===== config.mk =====
export PLATFORM = sky130hd
export DESIGN_NAME = risp_run_controller
export DESIGN_NICKNAME = d
export VERILOG_FILES = /design/src/rtl/risp_ctrl_pkg.sv /design/src/rtl/risp_step_timer.sv /design/src/rtl/risp_run_controller.sv
export SDC_FILE = /design/constraint.sdc
export NUM_CORES = 1
export LEC_CHECK = 0
export ABC_AREA = 1
export BUFFER_PORTS_ARGS = -buffer_cell sky130_fd_sc_hd__buf_2
export CORE_MARGIN = 10
export CORE_UTILIZATION = 45
export DETAILED_ROUTE_END_ITERATION = 10
export PLACE_DENSITY = 0.68
export SETUP_SLACK_MARGIN = 0.2
export SKIP_LAST_GASP = 1
export SYNTH_ARGS = -nofsm -noshare
export SYNTH_HDL_FRONTEND = slang
export SYNTH_SLANG_ARGS = --single-unit

===== constraint.sdc =====
create_clock -name clk -period 2.1 [get_ports clk]
set_input_delay 0.315 -clock clk [delete_from_list [all_inputs] [get_ports clk]]
set_output_delay 0.315 -clock clk [all_outputs]
set_load 0.03 [all_outputs]

===== src/rtl/risp_ctrl_pkg.sv =====
// Shared command/state encodings for the RISP run controller.
package risp_ctrl_pkg;

    localparam int OP_WIDTH = 2;

    typedef enum logic [OP_WIDTH-1:0] {
        OP_NOP   = 2'd0,
        OP_CLEAR = 2'd1,
        OP_RUN   = 2'd2,
        OP_RSVD  = 2'd3
    } cmd_op_t;

    typedef enum logic [2:0] {
        ST_IDLE  = 3'd0,
        ST_CLEAR = 3'd1,
        ST_STEP  = 3'd2,
        ST_WAIT  = 3'd3,
        ST_DONE  = 3'd4
    } run_state_t;

endpackage


===== src/rtl/risp_step_timer.sv =====
// Loadable down-counter that spaces network steps; o_zero marks the end of a WAIT.
module risp_step_timer #(
    parameter int WIDTH = 1
) (
    input  logic             clk,
    input  logic             arstn,
    input  logic             i_load,
    input  logic [WIDTH-1:0] i_load_val,
    input  logic             i_dec,
    output logic             o_zero
);

    logic [WIDTH-1:0] r_count;

    // Count register: load has priority, decrement saturates at zero.
    always_ff @(posedge clk or negedge arstn) begin
        if (!arstn) begin
            r_count <= {WIDTH{1'b0}};
        end else if (i_load) begin
            r_count <= i_load_val;
        end else if (i_dec && (r_count != {WIDTH{1'b0}})) begin
            r_count <= r_count - {{(WIDTH-1){1'b0}}, 1'b1};
        end else begin
            r_count <= r_count;
        end
    end

    assign o_zero = (r_count == {WIDTH{1'b0}});

endmodule


===== src/rtl/risp_run_controller.sv =====
// Sequences CLEAR / RUN(n) host commands into net_clr / net_en pulses for a RISP network.
module risp_run_controller
    import risp_ctrl_pkg::*;
#(
    parameter int RUN_WIDTH   = 16,
    parameter int TIME_WIDTH  = 32,
    parameter int STEP_CYCLES = 1
) (
    input  logic                  clk,
    input  logic                  arstn,
    input  logic                  cmd_valid,
    output logic                  cmd_ready,
    input  logic [OP_WIDTH-1:0]   cmd_op,
    input  logic [RUN_WIDTH-1:0]  cmd_arg,
    input  logic                  halt,
    output logic                  net_en,
    output logic                  net_clr,
    output logic                  sample_valid,
    output logic                  run_done,
    output logic                  busy,
    output logic [TIME_WIDTH-1:0] time_count
);

    localparam int TIMER_W = (STEP_CYCLES > 2) ? $clog2(STEP_CYCLES - 1) : 1;
    localparam logic [TIMER_W-1:0]    TIMER_LOAD = TIMER_W'((STEP_CYCLES > 1) ? (STEP_CYCLES - 2) : 0);
    localparam logic [RUN_WIDTH-1:0]  RUN_ZERO   = {RUN_WIDTH{1'b0}};
    localparam logic [RUN_WIDTH-1:0]  RUN_ONE    = {{(RUN_WIDTH-1){1'b0}}, 1'b1};
    localparam logic [TIME_WIDTH-1:0] TIME_ZERO  = {TIME_WIDTH{1'b0}};
    localparam logic [TIME_WIDTH-1:0] TIME_ONE   = {{(TIME_WIDTH-1){1'b0}}, 1'b1};

    run_state_t            r_state;
    run_state_t            w_state_nxt;
    logic [RUN_WIDTH-1:0]  r_remaining;
    logic [RUN_WIDTH-1:0]  w_rem_nxt;
    logic [TIME_WIDTH-1:0] r_time;
    logic [TIME_WIDTH-1:0] w_time_nxt;
    logic                  r_sample_valid;
    logic                  w_timer_load;
    logic                  w_timer_dec;
    logic                  w_timer_zero;

    generate
        if (STEP_CYCLES > 1) begin : g_timer
            risp_step_timer #(
                .WIDTH (TIMER_W)
            ) u_timer (
                .clk        (clk),
                .arstn      (arstn),
                .i_load     (w_timer_load),
                .i_load_val (TIMER_LOAD),
                .i_dec      (w_timer_dec),
                .o_zero     (w_timer_zero)
            );
        end else begin : g_no_timer
            // Every step follows the previous one directly, so the wait always expires.
            logic w_unused_timer_ctl;
            assign w_unused_timer_ctl = w_timer_load | w_timer_dec;
            assign w_timer_zero       = 1'b1;
        end
    endgenerate

    // Next-state, step bookkeeping and timer control.
    always_comb begin
        w_state_nxt  = r_state;
        w_rem_nxt    = r_remaining;
        w_time_nxt   = r_time;
        w_timer_load = 1'b0;
        w_timer_dec  = 1'b0;
        case (r_state)
            ST_IDLE: begin
                if (cmd_valid) begin
                    case (cmd_op_t'(cmd_op))
                        OP_CLEAR: w_state_nxt = ST_CLEAR;
                        OP_RUN: begin
                            if (cmd_arg != RUN_ZERO) begin
                                w_state_nxt = ST_STEP;
                                w_rem_nxt   = cmd_arg;
                            end else begin
                                w_state_nxt = ST_DONE;
                            end
                        end
                        default: w_state_nxt = ST_IDLE;
                    endcase
                end else begin
                    w_state_nxt = ST_IDLE;
                end
            end
            ST_CLEAR: begin
                w_time_nxt  = TIME_ZERO;
                w_state_nxt = ST_DONE;
            end
            ST_STEP: begin
                w_rem_nxt  = r_remaining - RUN_ONE;
                w_time_nxt = r_time + TIME_ONE;
                if ((r_remaining == RUN_ONE) || halt) begin
                    w_state_nxt = ST_DONE;
                end else if (STEP_CYCLES > 1) begin
                    w_state_nxt  = ST_WAIT;
                    w_timer_load = 1'b1;
                end else begin
                    w_state_nxt = ST_STEP;
                end
            end
            ST_WAIT: begin
                if (halt) begin
                    w_state_nxt = ST_DONE;
                end else if (w_timer_zero) begin
                    w_state_nxt = ST_STEP;
                end else begin
                    w_state_nxt = ST_WAIT;
                    w_timer_dec = 1'b1;
                end
            end
            ST_DONE: w_state_nxt = ST_IDLE;
            default: w_state_nxt = ST_IDLE;
        endcase
    end

    // Controller state registers.
    always_ff @(posedge clk or negedge arstn) begin
        if (!arstn) begin
            r_state        <= ST_IDLE;
            r_remaining    <= RUN_ZERO;
            r_time         <= TIME_ZERO;
            r_sample_valid <= 1'b0;
        end else begin
            r_state        <= w_state_nxt;
            r_remaining    <= w_rem_nxt;
            r_time         <= w_time_nxt;
            r_sample_valid <= (r_state == ST_STEP);
        end
    end

    assign cmd_ready    = (r_state == ST_IDLE);
    assign busy         = (r_state != ST_IDLE);
    assign net_en       = (r_state == ST_STEP);
    assign net_clr      = (r_state == ST_CLEAR);
    assign run_done     = (r_state == ST_DONE);
    assign sample_valid = r_sample_valid;
    assign time_count   = r_time;

endmodule


; Yosys cells after proc, flatten, opt, wreduce, memory -nomap -nowiden
; Index checks and enable logic that the tools add are counted.
[op_classes]
n_addsub = 2
eq_ne = 10
n_mux = 11
reduce_logical = 7
[ops]
columns = cell, n
row1 = case mux 32 bit (2 select lines), 1
row2 = two-way mux 16 bit, 3
row3 = adder 32 x 1 -> 32 bit (second input constant), 1
row4 = case mux 16 bit (2 select lines), 1
row5 = == test 16 x 1 -> 1 bit (second input constant), 1
row6 = nonzero test 16 bit, 1
row7 = subtractor 16 x 1 -> 16 bit (second input constant), 1
row8 = two-way mux 3 bit, 4
row9 = case mux 3 bit (4 select lines), 1
row10 = == test 3 x 2 -> 1 bit (second input constant), 2
row11 = case mux 3 bit (2 select lines), 1
row12 = inequality test 2 x 1 -> 1 bit (second input constant), 2
row13 = AND reduction 4 bit, 1
row14 = nonzero test 2 bit, 2
row15 = == test 3 x 1 -> 1 bit (second input constant), 1
row16 = == test 3 bit (second input constant), 1
row17 = logical NOT 3 bit, 1
row18 = nonzero test 3 bit, 1
row19 = == test 2 x 1 -> 1 bit (second input constant), 1
row20 = == test 2 bit (second input constant), 1
row21 = inequality test 2 bit (second input constant), 1
row22 = logical OR 1 bit, 1
[totals]
reg_bits = 52
input_bits = 22
out_inout_bits = 38
word_cells = 34

; Logic depth before layout (Yosys ltp)
[depth]
ltp_word = 5
ltp_mapped = 9
ltp_nobuf = 9

; Worst setup path before layout
; Ideal clock, no wire load.
[synth_timing]
path_kind = register -> register
startpoint = register r_time[1] (netlist: time_count[1])
endpoint = register r_time[14] (netlist: time_count[14])
arrival_time_ns = 1.449
slack_ns = 0.534
path_stages_with_launch = 9
path_buffers = 0
period_less_slack_ns = 1.566
path_cell_list = dfrtp_1 ha_1 nand2_1 nor2_1 nand2_1 nor2_2 nand2_1 o21ai_1 inv_1
[synth_via]
elab_chain_len = 2
[synth_lines]
columns = item, line_no
row1 = from (decl), risp_run_controller.sv:35  ; logic [TIME_WIDTH-1:0] r_time;
row2 = from (signal assigned), risp_run_controller.sv:129  ; r_time <= w_time_nxt;
row3 = adder 32 x 1 -> 32 bit, risp_run_controller.sv:94  ; w_time_nxt = r_time + TIME_ONE;
row4 = case mux 32 bit (2 select lines), risp_run_controller.sv:69  ; case (r_state)
; Every way passes these cells.
; A chain may end at the register's enable or synchronous reset.

; Final worst setup path
[layout_timing]
startpoint = register r_state[1]
endpoint = output net_en
[layout_via]
elab_chain_len = 1
[layout_lines]
columns = item, line_no
row1 = from (decl), risp_run_controller.sv:31  ; run_state_t r_state;
row2 = from (signal assigned), risp_run_controller.sv:127  ; r_state <= w_state_nxt;
row3 = == test 3 x 2 -> 1 bit, risp_run_controller.sv:136  ; assign net_en = (r_state == ST_STEP);
row4 = to (decl), risp_run_controller.sv:16  ; output logic net_en,
; Every way passes these cells.

==> results.md <==
- Fin Clk Skew: 0.0113 ns
- Vias in the first global route: 3,512
- Detailed Route Iter0 Violations: 137
- DRC Markers: 0
- Pin count of the biggest net entering global routing: 30
- Post-detailed-route via-to-cell ratio: 5.16
- Power share of the combinational group: 34.3%
- Via count: 3,646
- Number of hold buffers added after cts: 0
- Overall routing resource usage: 15.8%
- Number of clock sinks: 52
- H-Tree Level Count: 2
- Crit path max fanout: 18
- Total die area: 0.0116 mm^2
- Power Total: 3.04 mW
- Post-CTS sizing: 0
- Wire length of the first global-routing pass: 15.5 mm
- Effective utilization at floorplan: 47.0%
- Maximum vdd drop: 0.428 mV
- Setup TNS Final: 0 ns
- Part of the total power dissipated in sequential elements: 46.0%
- Net count after synthesis: 570
- Nature of the critical path startpoint: flip-flop
- Critical path origin: r_state[1]
- Maximum Capacitance Violations: 0
- Worst setup slack after layout: 0.324 ns
- Antenna viol nets, final: 0
- Seq. cell area: 0.00130 mm^2
- Number of warnings reported in the yosys synthesis log: 0
- Critical setup path kind: flip-flop to output port
- Fraction of the cycle the final worst path needs: 84.6%
- Required time of the critical path: 1.78 ns
- Mean routed wirelength per cell: 12.9 um
- Violations in the final reports: hold timing
- Fraction of final layout cells with drive strength greater than 1: 16.0%
- Total number of nets in the final design: 632
- Area of the mapped netlist: 0.00346 mm^2
- Fraction of power consumed by the clock network: 19.7%
- Buffer and inverter count on the worst path: 2
- Count of boundary I/O pins: 60
- Growth of design area from synthesis to finish: 14.4%
- Clock root cell: sky130_fd_sc_hd__clkbuf_8
- Worst min path class: primary input to async pin
- Max frequency: 0.563 GHz
- Signal arrival time at the worst endpoint: 1.46 ns
- Pwr dens: 768 mW/mm^2
- Area of the placeable core: 0.00737 mm^2
- Switching Fraction: 41.7%
- Half-perimeter wire length of the detailed placement result: 7.22 mm
- Pint: 1.77 mW
- Fraction of the yosys area taken by sequential cells: 37.6%
- Unrepaired setup endpoints after global routing: no
- Multi-input combinational cell area: 0.00184 mm^2
- Aggregate routed wire length: 9.14 mm
- Crit path cell chain: nand3_2 -> clkinv_2 -> buf_2
- Overall overflow remaining after global route: 0
- Fill cells: 772
- Endpoint type of the worst setup path: output port
- Unique masters post-synth: 26
- DRT Pass-1 Iters: 5
- Number of buffers added for setup after CTS: 0
- Critical register-to-register path startpoint: r_remaining[0]
- Pre-CTS setup slack: 0.446 ns
- Routability Congestion: 0.874
- Number of antenna violations at the first check in global routing: 0
- Result of the run: finished, violations left
- Leakage dissipation: 2.02 nW
- Worst hold slack after final layout: -0.0170 ns
- Relative slew margins: 62.2%
- Number of instances in the synthesized netlist: 545
- Count of inserted antenna diode cells: 0
- Psw: 1.27 mW
- Number of synthesized register bits: 52
- Number of failing setup endpoints in the final timing report: 0
- Final number of hold-violating endpoints: 14
- Delay contributed by the slowest stage of the critical path: 0.45 ns
- Final Slew Violations: 0
- Time the worst path needs with I/O delays and setup: 1.78 ns
- Transition time at the pin with the least slew margin: 0.567 ns
- Clock latency of the later-clocked register in the worst-skew pair: 0.31 ns
- Inserted Clock Buffers: 5
- Die width: 108 um
- Row Count: 31
- Clock tree from TritonCTS: yes
- Average instance area after synthesis: 6.35 um^2
- Slowest cell on crit path: sky130_fd_sc_hd__dfrtp_1
- Cell family contributing the most delay on the critical path: buffers and inverters
- Clock buffer depth: 2
- Final cell utilization of the core: 53.7%
- Overall die height: 108 um
- Clock edge transition at the registers on the reported setup and hold paths: 0.10 ns
- Number of buffer cells added on primary ports: 59
-- cell usage after synthesis --
cell type,number,area (um^2)
sky130_fd_sc_hd__nand3_1,80,400
sky130_fd_sc_hd__o21bai_1,1,7.51
sky130_fd_sc_hd__buf_4,2,15.0
sky130_fd_sc_hd__nor2_1,81,304
sky130_fd_sc_hd__clkinv_2,1,5.00
sky130_fd_sc_hd__o21ai_0,4,20.0
sky130_fd_sc_hd__nor2_4,2,22.5
sky130_fd_sc_hd__ha_1,3,37.5
sky130_fd_sc_hd__buf_2,6,30.0
sky130_fd_sc_hd__nor2_2,6,37.5
sky130_fd_sc_hd__nor3_2,2,20.0
sky130_fd_sc_hd__nand2_4,1,11.3
sky130_fd_sc_hd__a21oi_1,7,35.0
sky130_fd_sc_hd__dfrtp_1,52,1300
sky130_fd_sc_hd__buf_6,2,22.5
sky130_fd_sc_hd__or2_0,1,6.26
sky130_fd_sc_hd__nand2_1,192,721
sky130_fd_sc_hd__inv_1,56,210
sky130_fd_sc_hd__nor3_1,1,5.00
sky130_fd_sc_hd__xnor2_1,1,8.76
sky130_fd_sc_hd__or2_2,1,6.26
sky130_fd_sc_hd__inv_2,9,33.8
sky130_fd_sc_hd__nand3_2,3,30.0
sky130_fd_sc_hd__nand4_1,10,62.6
sky130_fd_sc_hd__o21ai_1,20,100
sky130_fd_sc_hd__a22o_1,1,8.76
-- worst paths after layout --
check                                  end  slack (ns)  cells after the start
setup / recovery                    net_en        0.32                      3
hold / removal               time_count[9]       -0.02                      1
hold reg to reg              time_count[7]        0.52                      1
max in group asynchronous  r_remaining[13]        1.56                      2
min in group clk           r_remaining[11]        0.24                      3
setup reg to reg            r_remaining[4]        0.53                      7
-- power groups by stage --
| stage | clock network (mW) | registers (mW) | logic [mW] |
|---|---|---|---|
| final | 0.599 | 1.40 | 1.04 |
| after global routing | 0.654 | 1.44 | 1.19 |
| after CTS | 0.613 | 1.39 | 1.05 |
| after detailed placement | 0 | 1.41 | 1.05 |
| after global placement | 0 | 1.41 | 1.03 |
| after floorplan | 0 | 1.42 | 0.742 |
-- kinds of logic (layout without fill, tap and decap cells) --
logic type / count (synthesis) / count (layout) / share of synthesized area (%)
AND/OR/NAND/NOR: 380 / 380 / 47.0
buffers and inverters: 76 / 139 / 9.14
flip-flops: 52 / 52 / 37.6
AO/OA/AOI/OAI: 33 / 33 / 4.95
adder cells (fa/ha/maj): 3 / 3 / 1.08
XOR/XNOR: 1 / 1 / 0.253
-- stage by stage --
stage | std cells | instance area, um^2
finish | 707 | 3960
global route | 707 | 3960
CTS | 707 | 3960
detailed placement | 699 | 3870
global placement | 699 | 3870
floorplan | 545 | 3460
-- routing by layer --
layer / GRT usage, % / wire, um
met3: 2.46 / 505
met2: 28.3 / 4530
met4: 4.68 / 142
met5: 0 / 0
met1: 19.0 / 3960
-- flip-flops by register name (all words and copies together), names as in the netlist --
| name | count |
|---|---|
| time_count | 32 |
| r_remaining | 16 |
| r_state | 3 |
| sample_valid | 1 |
-- layout by cell type, fill, tap and decap left out --
cell / count
sky130_fd_sc_hd__inv_1: 56
sky130_fd_sc_hd__nor3_2: 2
sky130_fd_sc_hd__nand3_1: 80
sky130_fd_sc_hd__ha_1: 3
sky130_fd_sc_hd__dfrtp_1: 52
sky130_fd_sc_hd__nand2_1: 192
sky130_fd_sc_hd__o21ai_1: 20
sky130_fd_sc_hd__o21ai_0: 4
sky130_fd_sc_hd__a21oi_1: 7
sky130_fd_sc_hd__or2_0: 1
sky130_fd_sc_hd__buf_4: 5
sky130_fd_sc_hd__xnor2_1: 1
sky130_fd_sc_hd__nor2_1: 81
sky130_fd_sc_hd__o21bai_1: 1
sky130_fd_sc_hd__inv_2: 9
sky130_fd_sc_hd__clkbuf_8: 5
sky130_fd_sc_hd__a22o_1: 1
sky130_fd_sc_hd__clkbuf_1: 1
sky130_fd_sc_hd__buf_12: 1
sky130_fd_sc_hd__or2_2: 1
sky130_fd_sc_hd__clkinvlp_4: 1
sky130_fd_sc_hd__nor2_2: 6
sky130_fd_sc_hd__clkinv_2: 1
sky130_fd_sc_hd__buf_2: 59
sky130_fd_sc_hd__nand3_2: 3
sky130_fd_sc_hd__nor3_1: 1
sky130_fd_sc_hd__nand2_4: 1
sky130_fd_sc_hd__nand4_1: 10
sky130_fd_sc_hd__nor2_4: 2
sky130_fd_sc_hd__clkinv_4: 1
-- area by class of cell --
| cell class | count | area share [%] |
|---|---|---|
| multi-input combinational | 417 | 46.6 |
| tap | 99 | 3.13 |
| clock inverter | 2 | 0.411 |
| inverter | 66 | 6.29 |
| sequential | 52 | 32.9 |
| timing repair buffer | 65 | 8.91 |
| clock buffer | 6 | 1.83 |
(Power assumes the default switching activity.)
